[src/rtl/psk_pkg.sv]
// Shared definitions for the PSK link controller: mode codes, FSM encoding and the
// configuration record applied to the Tx/Rx datapaths.
package psk_pkg;

    localparam logic [3:0] MODE_BPSK = 4'b0001;
    localparam logic [3:0] MODE_QPSK = 4'b0010;
    localparam logic [3:0] MODE_MIX  = 4'b0100;

    typedef enum logic [2:0] {
        StReset  = 3'd0,
        StSettle = 3'd1,
        StLock   = 3'd2,
        StRun    = 3'd3,
        StDrain  = 3'd4,
        StFail   = 3'd5
    } psk_state_e;

    typedef struct packed {
        logic [3:0]  mode;
        logic [3:0]  delay;
        logic [15:0] phase;
        logic [3:0]  fb;
        logic [3:0]  gd;
    } psk_cfg_t;

    function automatic logic mode_legal(input logic [3:0] mode);
        return (mode == MODE_BPSK) || (mode == MODE_QPSK) || (mode == MODE_MIX);
    endfunction

endpackage

[src/rtl/psk_link_ctrl_if.sv]
// Configuration request channel between the host register block and psk_link_ctrl.
interface psk_link_ctrl_if;

    logic        cfg_valid;
    logic        cfg_ready;
    logic [3:0]  cfg_mode;
    logic [3:0]  cfg_delay;
    logic [15:0] cfg_phase;
    logic [3:0]  cfg_fb_shift;
    logic [3:0]  cfg_gd_shift;

    modport master (
        output cfg_valid, cfg_mode, cfg_delay, cfg_phase, cfg_fb_shift, cfg_gd_shift,
        input  cfg_ready
    );

    modport slave (
        input  cfg_valid, cfg_mode, cfg_delay, cfg_phase, cfg_fb_shift, cfg_gd_shift,
        output cfg_ready
    );

endinterface

[src/rtl/psk_cycle_timer.sv]
// Loadable 16-bit down-counter that saturates at zero; done is high while the count is zero.
module psk_cycle_timer (
    input  logic        clk_i,
    input  logic        load_i,
    input  logic [15:0] load_val_i,
    output logic        done_o
);

    logic [15:0] cnt_q, cnt_d;

    always_comb begin
        cnt_d = cnt_q;
        if (load_i) begin
            cnt_d = load_val_i;
        end else if (cnt_q != 16'd0) begin
            cnt_d = cnt_q - 16'd1;
        end
    end

    // No reset of its own: the owner holds load_i high while in reset.
    always_ff @(posedge clk_i) begin
        cnt_q <= cnt_d;
    end

    assign done_o = (cnt_q == 16'd0);

endmodule

[src/rtl/psk_link_ctrl.sv]
// PSK link sequencer: drains Tx, resets the datapath, applies new settings and waits for lock.
// Optional watchdog relock in RUN is enabled by defining PSK_CTRL_WATCHDOG_EN.
module psk_link_ctrl
    import psk_pkg::*;
#(
    parameter int unsigned RST_CYCLES   = 256,
    parameter int unsigned DRAIN_MAX    = 4096,
    parameter int unsigned LOCK_PULSES  = 32,
    parameter int unsigned LOCK_TIMEOUT = 65535,
    parameter int unsigned WDOG_CYCLES  = 4096,
    parameter logic [3:0]  DEF_MODE     = 4'b0001,
    parameter logic [3:0]  DEF_DELAY    = 4'd8,
    parameter logic [15:0] DEF_PHASE    = 16'd8208,
    parameter logic [3:0]  DEF_FB       = 4'd0,
    parameter logic [3:0]  DEF_GD       = 4'd3
) (
    input  logic               clk_32M768,
    input  logic               rst_n_32M768,
    psk_link_ctrl_if.slave     cfg,
    input  logic               tx_tvalid,
    input  logic               tx_tlast,
    input  logic               rx_valid,
    output logic [3:0]         MODE_CTRL,
    output logic [3:0]         DELAY_CNT,
    output logic [15:0]        TX_PHASE_CONFIG,
    output logic [3:0]         FEEDBACK_SHIFT,
    output logic [3:0]         GARDNER_SHIFT,
    output logic               dp_rst_n,
    output logic               tx_enable,
    output logic               locked,
    output logic               cfg_err,
    output logic               lock_fail,
    output logic [2:0]         state
);

    localparam psk_cfg_t DEF_CFG = '{
        mode:  DEF_MODE,
        delay: DEF_DELAY,
        phase: DEF_PHASE,
        fb:    DEF_FB,
        gd:    DEF_GD
    };
    localparam logic [15:0] RST_LOAD    = 16'(RST_CYCLES - 1);
    localparam logic [15:0] SETTLE_LOAD = 16'd15;
    localparam logic [15:0] DRAIN_LOAD  = 16'(DRAIN_MAX - 1);
    localparam logic [15:0] LOCK_LOAD   = 16'(LOCK_TIMEOUT - 1);
    localparam logic [15:0] PULSE_LAST  = 16'(LOCK_PULSES - 1);

    psk_state_e  state_q, state_d;
    psk_cfg_t    shadow_q, shadow_d;
    psk_cfg_t    applied_q, applied_d;
    logic [15:0] pulse_cnt_q, pulse_cnt_d;
    logic        entered_q, entered_d;
    logic        dp_rst_n_q, dp_rst_n_d;
    logic        tx_enable_q, tx_enable_d;
    logic        locked_q, locked_d;
    logic        cfg_ready_q, cfg_ready_d;
    logic        cfg_err_q, cfg_err_d;
    logic        lock_fail_q, lock_fail_d;

    logic handshake, req_legal;
    logic phase_load, phase_done, lock_done, drain_done, wdog_fire;
    logic [15:0] phase_val;

    assign handshake = cfg.cfg_valid && cfg_ready_q;
    assign req_legal = mode_legal(cfg.cfg_mode);

    // One timer covers both RESET and SETTLE; it is reloaded on every state change.
    assign phase_load = !rst_n_32M768 || (state_d != state_q);
    assign phase_val  = (rst_n_32M768 && state_d == StSettle) ? SETTLE_LOAD : RST_LOAD;

    psk_cycle_timer u_phase_timer (
        .clk_i      (clk_32M768),
        .load_i     (phase_load),
        .load_val_i (phase_val),
        .done_o     (phase_done)
    );

    psk_cycle_timer u_lock_timer (
        .clk_i      (clk_32M768),
        .load_i     (state_q != StLock),
        .load_val_i (LOCK_LOAD),
        .done_o     (lock_done)
    );

    psk_cycle_timer u_drain_timer (
        .clk_i      (clk_32M768),
        .load_i     (state_q != StDrain),
        .load_val_i (DRAIN_LOAD),
        .done_o     (drain_done)
    );

`ifdef PSK_CTRL_WATCHDOG_EN
    logic wdog_done;

    psk_cycle_timer u_wdog_timer (
        .clk_i      (clk_32M768),
        .load_i     ((state_q != StRun) || rx_valid),
        .load_val_i (16'(WDOG_CYCLES - 1)),
        .done_o     (wdog_done)
    );

    assign wdog_fire = wdog_done;
`else
    assign wdog_fire = (WDOG_CYCLES == 0) && 1'b0;
`endif

    always_ff @(posedge clk_32M768) begin
        if (!rst_n_32M768) begin
            state_q <= StReset;
        end else begin
            state_q <= state_d;
        end
    end

    always_comb begin
        state_d = state_q;
        unique case (state_q)
            StReset:  if (phase_done) state_d = StSettle;
            StSettle: if (phase_done) state_d = StLock;
            StLock: begin
                if (rx_valid && pulse_cnt_q == PULSE_LAST) begin
                    state_d = StRun;
                end else if (lock_done) begin
                    state_d = StFail;
                end
            end
            StRun:    if ((handshake && req_legal) || wdog_fire) state_d = StDrain;
            // An idle Tx stream on entry means there is no frame to wait for.
            StDrain: begin
                if ((tx_tvalid && tx_tlast) || drain_done || (entered_q && !tx_tvalid)) begin
                    state_d = StReset;
                end
            end
            StFail:   if (handshake && req_legal) state_d = StReset;
            default:  state_d = StReset;
        endcase
    end

    always_comb begin
        dp_rst_n_d  = (state_d != StReset);
        tx_enable_d = (state_d == StRun);
        locked_d    = (state_d == StRun);
        cfg_ready_d = (state_d == StRun) || (state_d == StFail);
        entered_d   = (state_d != state_q);

        cfg_err_d = cfg_err_q;
        if (handshake) cfg_err_d = !req_legal;

        lock_fail_d = lock_fail_q;
        if (state_q == StLock && state_d == StFail) lock_fail_d = 1'b1;
        if (state_q == StLock && state_d == StRun)  lock_fail_d = 1'b0;

        shadow_d = shadow_q;
        if (handshake && req_legal) begin
            shadow_d = '{
                mode:  cfg.cfg_mode,
                delay: cfg.cfg_delay,
                phase: cfg.cfg_phase,
                fb:    cfg.cfg_fb_shift,
                gd:    cfg.cfg_gd_shift
            };
        end

        applied_d = applied_q;
        if (state_q == StReset && entered_q) applied_d = shadow_q;

        pulse_cnt_d = 16'd0;
        if (state_q == StLock) begin
            pulse_cnt_d = pulse_cnt_q;
            if (rx_valid && pulse_cnt_q != 16'hFFFF) pulse_cnt_d = pulse_cnt_q + 16'd1;
        end
    end

    always_ff @(posedge clk_32M768) begin
        if (!rst_n_32M768) begin
            shadow_q    <= DEF_CFG;
            applied_q   <= DEF_CFG;
            pulse_cnt_q <= 16'd0;
            entered_q   <= 1'b1;
            dp_rst_n_q  <= 1'b0;
            tx_enable_q <= 1'b0;
            locked_q    <= 1'b0;
            cfg_ready_q <= 1'b0;
            cfg_err_q   <= 1'b0;
            lock_fail_q <= 1'b0;
        end else begin
            shadow_q    <= shadow_d;
            applied_q   <= applied_d;
            pulse_cnt_q <= pulse_cnt_d;
            entered_q   <= entered_d;
            dp_rst_n_q  <= dp_rst_n_d;
            tx_enable_q <= tx_enable_d;
            locked_q    <= locked_d;
            cfg_ready_q <= cfg_ready_d;
            cfg_err_q   <= cfg_err_d;
            lock_fail_q <= lock_fail_d;
        end
    end

    assign cfg.cfg_ready     = cfg_ready_q;
    assign MODE_CTRL         = applied_q.mode;
    assign DELAY_CNT         = applied_q.delay;
    assign TX_PHASE_CONFIG   = applied_q.phase;
    assign FEEDBACK_SHIFT    = applied_q.fb;
    assign GARDNER_SHIFT     = applied_q.gd;
    assign dp_rst_n          = dp_rst_n_q;
    assign tx_enable         = tx_enable_q;
    assign locked            = locked_q;
    assign cfg_err           = cfg_err_q;
    assign lock_fail         = lock_fail_q;
    assign state             = state_q;

endmodule

[src/flat_wrapper.sv]
// flat-port wrapper written by rule: the top's interface ports become plain ports
module psk_link_ctrl_flat import psk_pkg::*;
#(
    parameter int unsigned RST_CYCLES   = 256,
    parameter int unsigned DRAIN_MAX    = 4096,
    parameter int unsigned LOCK_PULSES  = 32,
    parameter int unsigned LOCK_TIMEOUT = 65535,
    parameter int unsigned WDOG_CYCLES  = 4096,
    parameter logic [3:0]  DEF_MODE     = 4'b0001,
    parameter logic [3:0]  DEF_DELAY    = 4'd8,
    parameter logic [15:0] DEF_PHASE    = 16'd8208,
    parameter logic [3:0]  DEF_FB       = 4'd0,
    parameter logic [3:0]  DEF_GD       = 4'd3
)
  (clk_32M768, rst_n_32M768, tx_tvalid, tx_tlast, rx_valid, MODE_CTRL, DELAY_CNT, TX_PHASE_CONFIG, FEEDBACK_SHIFT, GARDNER_SHIFT, dp_rst_n, tx_enable, locked, cfg_err, lock_fail, state, cfg_cfg_valid, cfg_cfg_mode, cfg_cfg_delay, cfg_cfg_phase, cfg_cfg_fb_shift, cfg_cfg_gd_shift, cfg_cfg_ready);
  psk_link_ctrl_if cfg_i ();
  input  logic clk_32M768;
  input  logic rst_n_32M768;
  input  logic tx_tvalid;
  input  logic tx_tlast;
  input  logic rx_valid;
  output logic [3:0] MODE_CTRL;
  output logic [3:0] DELAY_CNT;
  output logic [15:0] TX_PHASE_CONFIG;
  output logic [3:0] FEEDBACK_SHIFT;
  output logic [3:0] GARDNER_SHIFT;
  output logic dp_rst_n;
  output logic tx_enable;
  output logic locked;
  output logic cfg_err;
  output logic lock_fail;
  output logic [2:0] state;
  input wire logic [$bits(cfg_i.cfg_valid)-1:0] cfg_cfg_valid;
  input wire logic [$bits(cfg_i.cfg_mode)-1:0] cfg_cfg_mode;
  input wire logic [$bits(cfg_i.cfg_delay)-1:0] cfg_cfg_delay;
  input wire logic [$bits(cfg_i.cfg_phase)-1:0] cfg_cfg_phase;
  input wire logic [$bits(cfg_i.cfg_fb_shift)-1:0] cfg_cfg_fb_shift;
  input wire logic [$bits(cfg_i.cfg_gd_shift)-1:0] cfg_cfg_gd_shift;
  output wire logic [$bits(cfg_i.cfg_ready)-1:0] cfg_cfg_ready;
  assign cfg_i.cfg_valid = cfg_cfg_valid;
  assign cfg_i.cfg_mode = cfg_cfg_mode;
  assign cfg_i.cfg_delay = cfg_cfg_delay;
  assign cfg_i.cfg_phase = cfg_cfg_phase;
  assign cfg_i.cfg_fb_shift = cfg_cfg_fb_shift;
  assign cfg_i.cfg_gd_shift = cfg_cfg_gd_shift;
  assign cfg_cfg_ready = cfg_i.cfg_ready;
  psk_link_ctrl #(.RST_CYCLES(RST_CYCLES), .DRAIN_MAX(DRAIN_MAX), .LOCK_PULSES(LOCK_PULSES), .LOCK_TIMEOUT(LOCK_TIMEOUT), .WDOG_CYCLES(WDOG_CYCLES), .DEF_MODE(DEF_MODE), .DEF_DELAY(DEF_DELAY), .DEF_PHASE(DEF_PHASE), .DEF_FB(DEF_FB), .DEF_GD(DEF_GD)) u_core (.clk_32M768(clk_32M768), .rst_n_32M768(rst_n_32M768), .cfg(cfg_i), .tx_tvalid(tx_tvalid), .tx_tlast(tx_tlast), .rx_valid(rx_valid), .MODE_CTRL(MODE_CTRL), .DELAY_CNT(DELAY_CNT), .TX_PHASE_CONFIG(TX_PHASE_CONFIG), .FEEDBACK_SHIFT(FEEDBACK_SHIFT), .GARDNER_SHIFT(GARDNER_SHIFT), .dp_rst_n(dp_rst_n), .tx_enable(tx_enable), .locked(locked), .cfg_err(cfg_err), .lock_fail(lock_fail), .state(state));
endmodule
[config.mk]
export PLATFORM = sky130hd
export DESIGN_NAME = psk_link_ctrl_flat
export DESIGN_NICKNAME = d
export VERILOG_FILES = /design/src/rtl/psk_pkg.sv /design/src/rtl/psk_link_ctrl_if.sv /design/src/rtl/psk_cycle_timer.sv /design/src/rtl/psk_link_ctrl.sv /design/src/flat_wrapper.sv
export SDC_FILE = /design/constraint.sdc
export NUM_CORES = 1
export LEC_CHECK = 0
export BUFFER_PORTS_ARGS = -buffer_cell sky130_fd_sc_hd__buf_4
export CAP_MARGIN = 20
export CORE_MARGIN = 2
export CORE_UTILIZATION = 30
export DETAILED_ROUTE_END_ITERATION = 6
export PLACE_DENSITY = 0.52
export SYNTH_ARGS = -nofsm -noshare
export SYNTH_HDL_FRONTEND = slang
export SYNTH_SLANG_ARGS = --single-unit
[constraint.sdc]
create_clock -name clk_32M768 -period 2.71 [get_ports clk_32M768]
set_input_delay 0.4065 -clock clk_32M768 [delete_from_list [all_inputs] [get_ports clk_32M768]]
set_output_delay 0.4065 -clock clk_32M768 [all_outputs]
set_load 0.005 [all_outputs]
Yosys cells after proc, flatten, opt, wreduce, memory -nomap -nowiden:

Index checks and enable logic that the tools add are counted.

* flip-flop bits (word level): 137
* input port bits: 38
* output and inout bits: 41

* add/sub/neg operators: 4
* equal/unequal tests: 16
* muxes and demuxes: 11
* bitwise logic cells: 1
* reduce and logical (&&, ||, !) cells: 30

Operator list (number)
* 16-bit logical NOT: 3
* 16-bit nonzero test: 3
* 16-bit by 1-bit subtractor with 16-bit output (second input constant): 3
* 16-bit 2-to-1 mux: 2
* 3-bit 2-to-1 mux: 7
* 3-bit case mux with 6 select lines: 1
* 16-bit by 1-bit adder with 16-bit output (second input constant): 1
* 16-bit by 5-bit == test with 1-bit output (second input constant): 1
* 16-bit != test (second input constant): 1
* 1-bit logical AND: 10
* 3-bit by 2-bit == test with 1-bit output (second input constant): 3
* 3-bit == test (second input constant): 3
* 8-bit 2-to-1 mux: 1
* 3-bit by 1-bit == test with 1-bit output (second input constant): 2
* 1-bit logical OR: 6
* 4-bit by 1-bit == test with 1-bit output (second input constant): 1
* 4-bit by 2-bit == test with 1-bit output (second input constant): 1
* 4-bit by 3-bit == test with 1-bit output (second input constant): 1
* 1-bit logical NOT: 3
* 3-bit logical NOT: 1
* 3-bit by 2-bit != test with 1-bit output (second input constant): 1
* 3-bit != test: 1
* 3-bit != test (second input constant): 1
* 3-bit nonzero test: 1
* 4 further kinds: 4

Longest topological paths before layout:

* word-level depth: 10
* depth in mapped cells: 10

By module:

A second synthesis with hierarchy kept.

* cells, all modules: 719
* area, all modules: 6465.0 µm²

Modules (own cells, without submodules)
* psk_link_ctrl: instances 1, cells an instance 443, area each 3582.2 µm², seq. area each 1781.7 µm²
* psk_cycle_timer: instances 3, cells an instance 92, area each 960.9 µm², seq. area each 480.5 µm²

Worst setup path before layout:

No wires, ideal clock.

* kind: register to register
* from: register u_core.pulse_cnt_q[0]
* to: register u_core.u_phase_timer.cnt_q[0], enable pin
* library setup time: 0.374 ns
* arrival time: 2.253 ns
* setup slack: 0.083 ns
* cell stages (with the launch flop): 8
* cells stage by stage: dfxtp_1 > ha_1 > and4_1 > and4_1 > nor3_1 > o211a_1 > a311oi_4 > nand2_1

* cells in the longest elaborated chain, start to end: 7

RTL lines
* from (decl): RTL line psk_link_ctrl.sv:52 `logic [15:0] pulse_cnt_q, pulse_cnt_d;`
* from (signal assigned): RTL line psk_link_ctrl.sv:190 `pulse_cnt_q <= pulse_cnt_d;`
* 16-bit by 5-bit == test with 1-bit output: RTL line psk_link_ctrl.sv:122 `if (rx_valid && pulse_cnt_q == PULSE_LAST) begin`
* 1-bit logical AND: RTL line psk_link_ctrl.sv:122
* 3-bit 2-to-1 mux: RTL line psk_link_ctrl.sv:122
* 3-bit case mux with 6 select lines: RTL line psk_link_ctrl.sv:118 `unique case (state_q)`
* 3-bit != test: RTL line psk_link_ctrl.sv:69 `assign phase_load = !rst_n_32M768 || (state_d != state_q);`
* 1-bit logical OR: RTL line psk_link_ctrl.sv:69
* 2-bit nonzero test (no line)
* to (signal assigned): RTL line psk_cycle_timer.sv:22 `cnt_q <= cnt_d;`
* to (decl): RTL line psk_cycle_timer.sv:9 `logic [15:0] cnt_q, cnt_d;`

Every way passes these cells.
A chain may end at the register's enable or synchronous reset.

Worst setup path after layout:

* from: register u_core.u_phase_timer.cnt_q[8]
* to: register u_core.u_phase_timer.cnt_q[10] (data pin)

* cells in the longest elaborated chain, start to end: 6

RTL lines
* 16-bit logical NOT: RTL line psk_cycle_timer.sv:25 `assign done_o = (cnt_q == 16'd0);`
* 3-bit 2-to-1 mux, on equally long branches: RTL line psk_link_ctrl.sv:120, psk_link_ctrl.sv:119
* 3-bit case mux with 6 select lines: RTL line psk_link_ctrl.sv:118
* 3-bit != test: RTL line psk_link_ctrl.sv:69
* 1-bit logical OR: RTL line psk_link_ctrl.sv:69
* 16-bit 2-to-1 mux (*): RTL line psk_cycle_timer.sv:13 `if (load_i) begin`

Mark *: on every way between the ends. The rest lies on a longest branch, timed or not. The select of a mux whose other input is x is not followed.

==> impl_metrics.ini <==
[run_status]
run_status = finished clean

[yosys]
yosysUniqueCellTypes = 60
syn_nets = 717
ys_ff_latch = 137
synth_area_mm2 = 0.00591
ys.flop_type = dfxtp_1
yosysSeqAreaShare_pct = 49.1
yosysWarnings = 0
synth-edff-count = 16
syn_area_per_cell_um2 = 8.79
async_reset_ff_share_pct = 0
syn_inst = 673

[route]
drtAntennaViolNets = 0
vias = 4728
drc_errors = 0
post_drt_via_cell_ratio = 4.56
drt_pass1_iterations = 4
wl_per_cell_um = 13.0
drt_iter0_markers = 207
wl_um = 13400

[flow_run]
max_cap_viol_count = 0

[timing]
holdWs_ps = 193
rsz0062_at_grt = no
tightest_slew_ps = 618
setup_viol = 0
final.setup.tns_ps = 0
period_share_pct = 90.0
hold_viol = 0
slew_violations = 0
fin_skew_ps = 9.93
max_clock_freq_ghz = 0.410
max_slew_margin_pct = 58.8
period_needed_ps = 2440

[layout]
antennaDiodeCount = 0
final_layout_size_suffix_gt1_share_pct = 20.5
nets = 802
area_delta_synth_final_pct = 26.3
n_fill_cell = 1986

[clock_tree]
cts.clk_slew.worst_paths_ps = 70
cts-buffers-inserted = 17
clock_latency_ps = 420
clock-sinks = 137
clockRootBuffer = clkbuf_16
hold_buffers = 0
cts_resized = 0
cts_setup_buffers = 0
cts_tree = done
cts_max_path_buffers = 2
htreeDepth = 4

[placement]
dp_hpwl_um = 8940
port_buffers = 78
routabilityCongestion = 0.841

[worst_hold_path]
min_path_type = primary input to flop

[die]
die_area_mm2 = 0.0209
dieWidth_um = 144
num_rows = 51
pin_count = 79
core_mm2 = 0.0194
fp.dieH_um = 144
start_util_pct = 30.5

[worst_setup_path]
critPathCaptureType = flop
critPathKind = flop to flop
startpoint_type = flop
cp.required_ps = 2890
worstPathArrival_ps = 2620
crit_fanout = 9

[pwr]
power_mw = 4.60
leakage_nw = 2.66
irDropWorstVdd_mv = 0.412
powerDensity_mw_per_mm2 = 615

[global_routing]
grt_max_degree = 56
antenna_found_initial = 0
track_usage_pct = 13.4
grt_pass1_wl_um = 21900
grt_pass1_vias = 4443
gr-total-overflow = 0
## per-layer routing
layer / track usage [%] / routed length [um] / up-vias
li1: - / - / 2471
met1: 17.6 / 6510 / 2172
met2: 20.7 / 6080 / 73
met3: 4.47 / 728 / 12
met4: 4.75 / 120 / 0
met5: 0 / 0 / -
## state kept, by name (all words and copies together) (netlist names), 3 cells and up
signal / cells
u_core.GARDNER_SHIFT: 4
u_core.MODE_CTRL: 4
u_core.u_lock_timer.cnt_q: 16
u_core.state: 3
u_core.shadow_q: 32
u_core.u_phase_timer.cnt_q: 16
u_core.DELAY_CNT: 4
u_core.FEEDBACK_SHIFT: 4
u_core.TX_PHASE_CONFIG: 16
u_core.pulse_cnt_q: 16
u_core.u_drain_timer.cnt_q: 16
## critical path: stages, from the launching register on
cell      delay, ps
edfxtp_1        420
or4_4           580
and4b_2         390
nor3_1           60
a21oi_1         220
a311oi_4        130
buf_4           200
inv_4           140
nor2_2           50
## cells in the final DEF (no fill, tap or decap), drive strengths merged, types with 18 or more instances in the layout
cell type,n
nor4,19
xor2,20
nand2,162
a21oi,59
nor2,51
dfxtp,121
nand3,29
buf,97
clkbuf,18
inv,24
xnor2,32
## worst paths after layout
check	startpoint	to	slack [ps]	cells after the start
max	u_core.u_phase_timer.cnt_q[8]	u_core.u_phase_timer.cnt_q[10]	270	8
min	cfg_cfg_phase[4]	u_core.shadow_q[12]	190	3
max reg2reg	u_core.u_phase_timer.cnt_q[8]	u_core.u_phase_timer.cnt_q[10]	270	8
min reg2reg	u_core.shadow_q[17]	u_core.TX_PHASE_CONFIG[9]	450	2
## cell usage after synthesis (all sizes together) (2+ instances only)
| cell | number | area (um2) |
|---|---|---|
| clkbuf | 25 | 93.8 |
| a21oi | 59 | 295 |
| and4 | 5 | 43.8 |
| nor4 | 19 | 131 |
| o211ai | 2 | 20.0 |
| nand3b | 6 | 45.0 |
| xnor2 | 32 | 288 |
| o211a | 2 | 27.5 |
| or3 | 10 | 62.6 |
| nor2b | 3 | 18.8 |
| nand4 | 7 | 43.8 |
| o21a | 2 | 15.0 |
| inv | 14 | 55.1 |
| nor3 | 17 | 85.1 |
| nand2 | 162 | 608 |
| o311ai | 2 | 35.0 |
| xor2 | 20 | 175 |
| ha | 6 | 75.1 |
| buf | 6 | 47.5 |
| and2 | 6 | 38.8 |
| or4 | 5 | 48.8 |
| edfxtp | 16 | 480 |
| dfxtp | 121 | 2420 |
| o41ai | 2 | 17.5 |
| nor2 | 51 | 211 |
| nand2b | 3 | 18.8 |
| nor3b | 3 | 22.5 |
| o21ai | 12 | 60.1 |
| nor4b | 3 | 47.5 |
| mux2i | 7 | 70.1 |
| and3 | 3 | 18.8 |
| o31a | 2 | 18.8 |
| nand3 | 29 | 145 |
## kinds of logic (layout without fill, tap and decap cells)
family	count (synthesis)	in the layout	synth area share, %
AOI/OAI and AO/OA	89	89	9.50
adders and majority gates	6	6	1.27
DFF	137	137	49.1
xor gates and xnor gates	52	52	7.83
and+or+nand+nor	336	336	27.6
buffers and inverters	45	143	3.32
muxes	8	8	1.38
## final cells by class
cell class / count / area (um2) / area share [%]
repair buffers: 97 / 741 / 9.92
clock inverters: 14 / 166 / 2.23
multi-input cells: 491 / 2820 / 37.8
clock buffers: 18 / 450 / 6.03
flip-flops and latches: 137 / 2900 / 38.9
well taps: 265 / 332 / 4.44
inverters: 14 / 55.1 / 0.737
## power breakdown
group / leakage, nW / internal [mW] / total, mW / switching, mW
Combinational: 1.21 / 0.0594 / 0.133 / 0.0740
Sequential: 1.14 / 2.06 / 2.06 / 0.00629
Clock: 0.306 / 1.38 / 2.40 / 1.02
## per-stage QoR
step | util [%] | area [um2] | setup slack [ps] | instances
3_3_place_gp | 35.3 | 6850 | 242 | 1004
2_1_floorplan | - | 5910 | 83.4 | 673
5_1_grt | 38.5 | 7470 | 18.6 | 1036
6_report | 38.5 | 7470 | 271 | 1036
4_1_cts | 38.5 | 7460 | 206 | 1036
3_5_place_dp | 35.3 | 6850 | 216 | 1004
No activity file was read; power rests on OpenSTA's default activity.
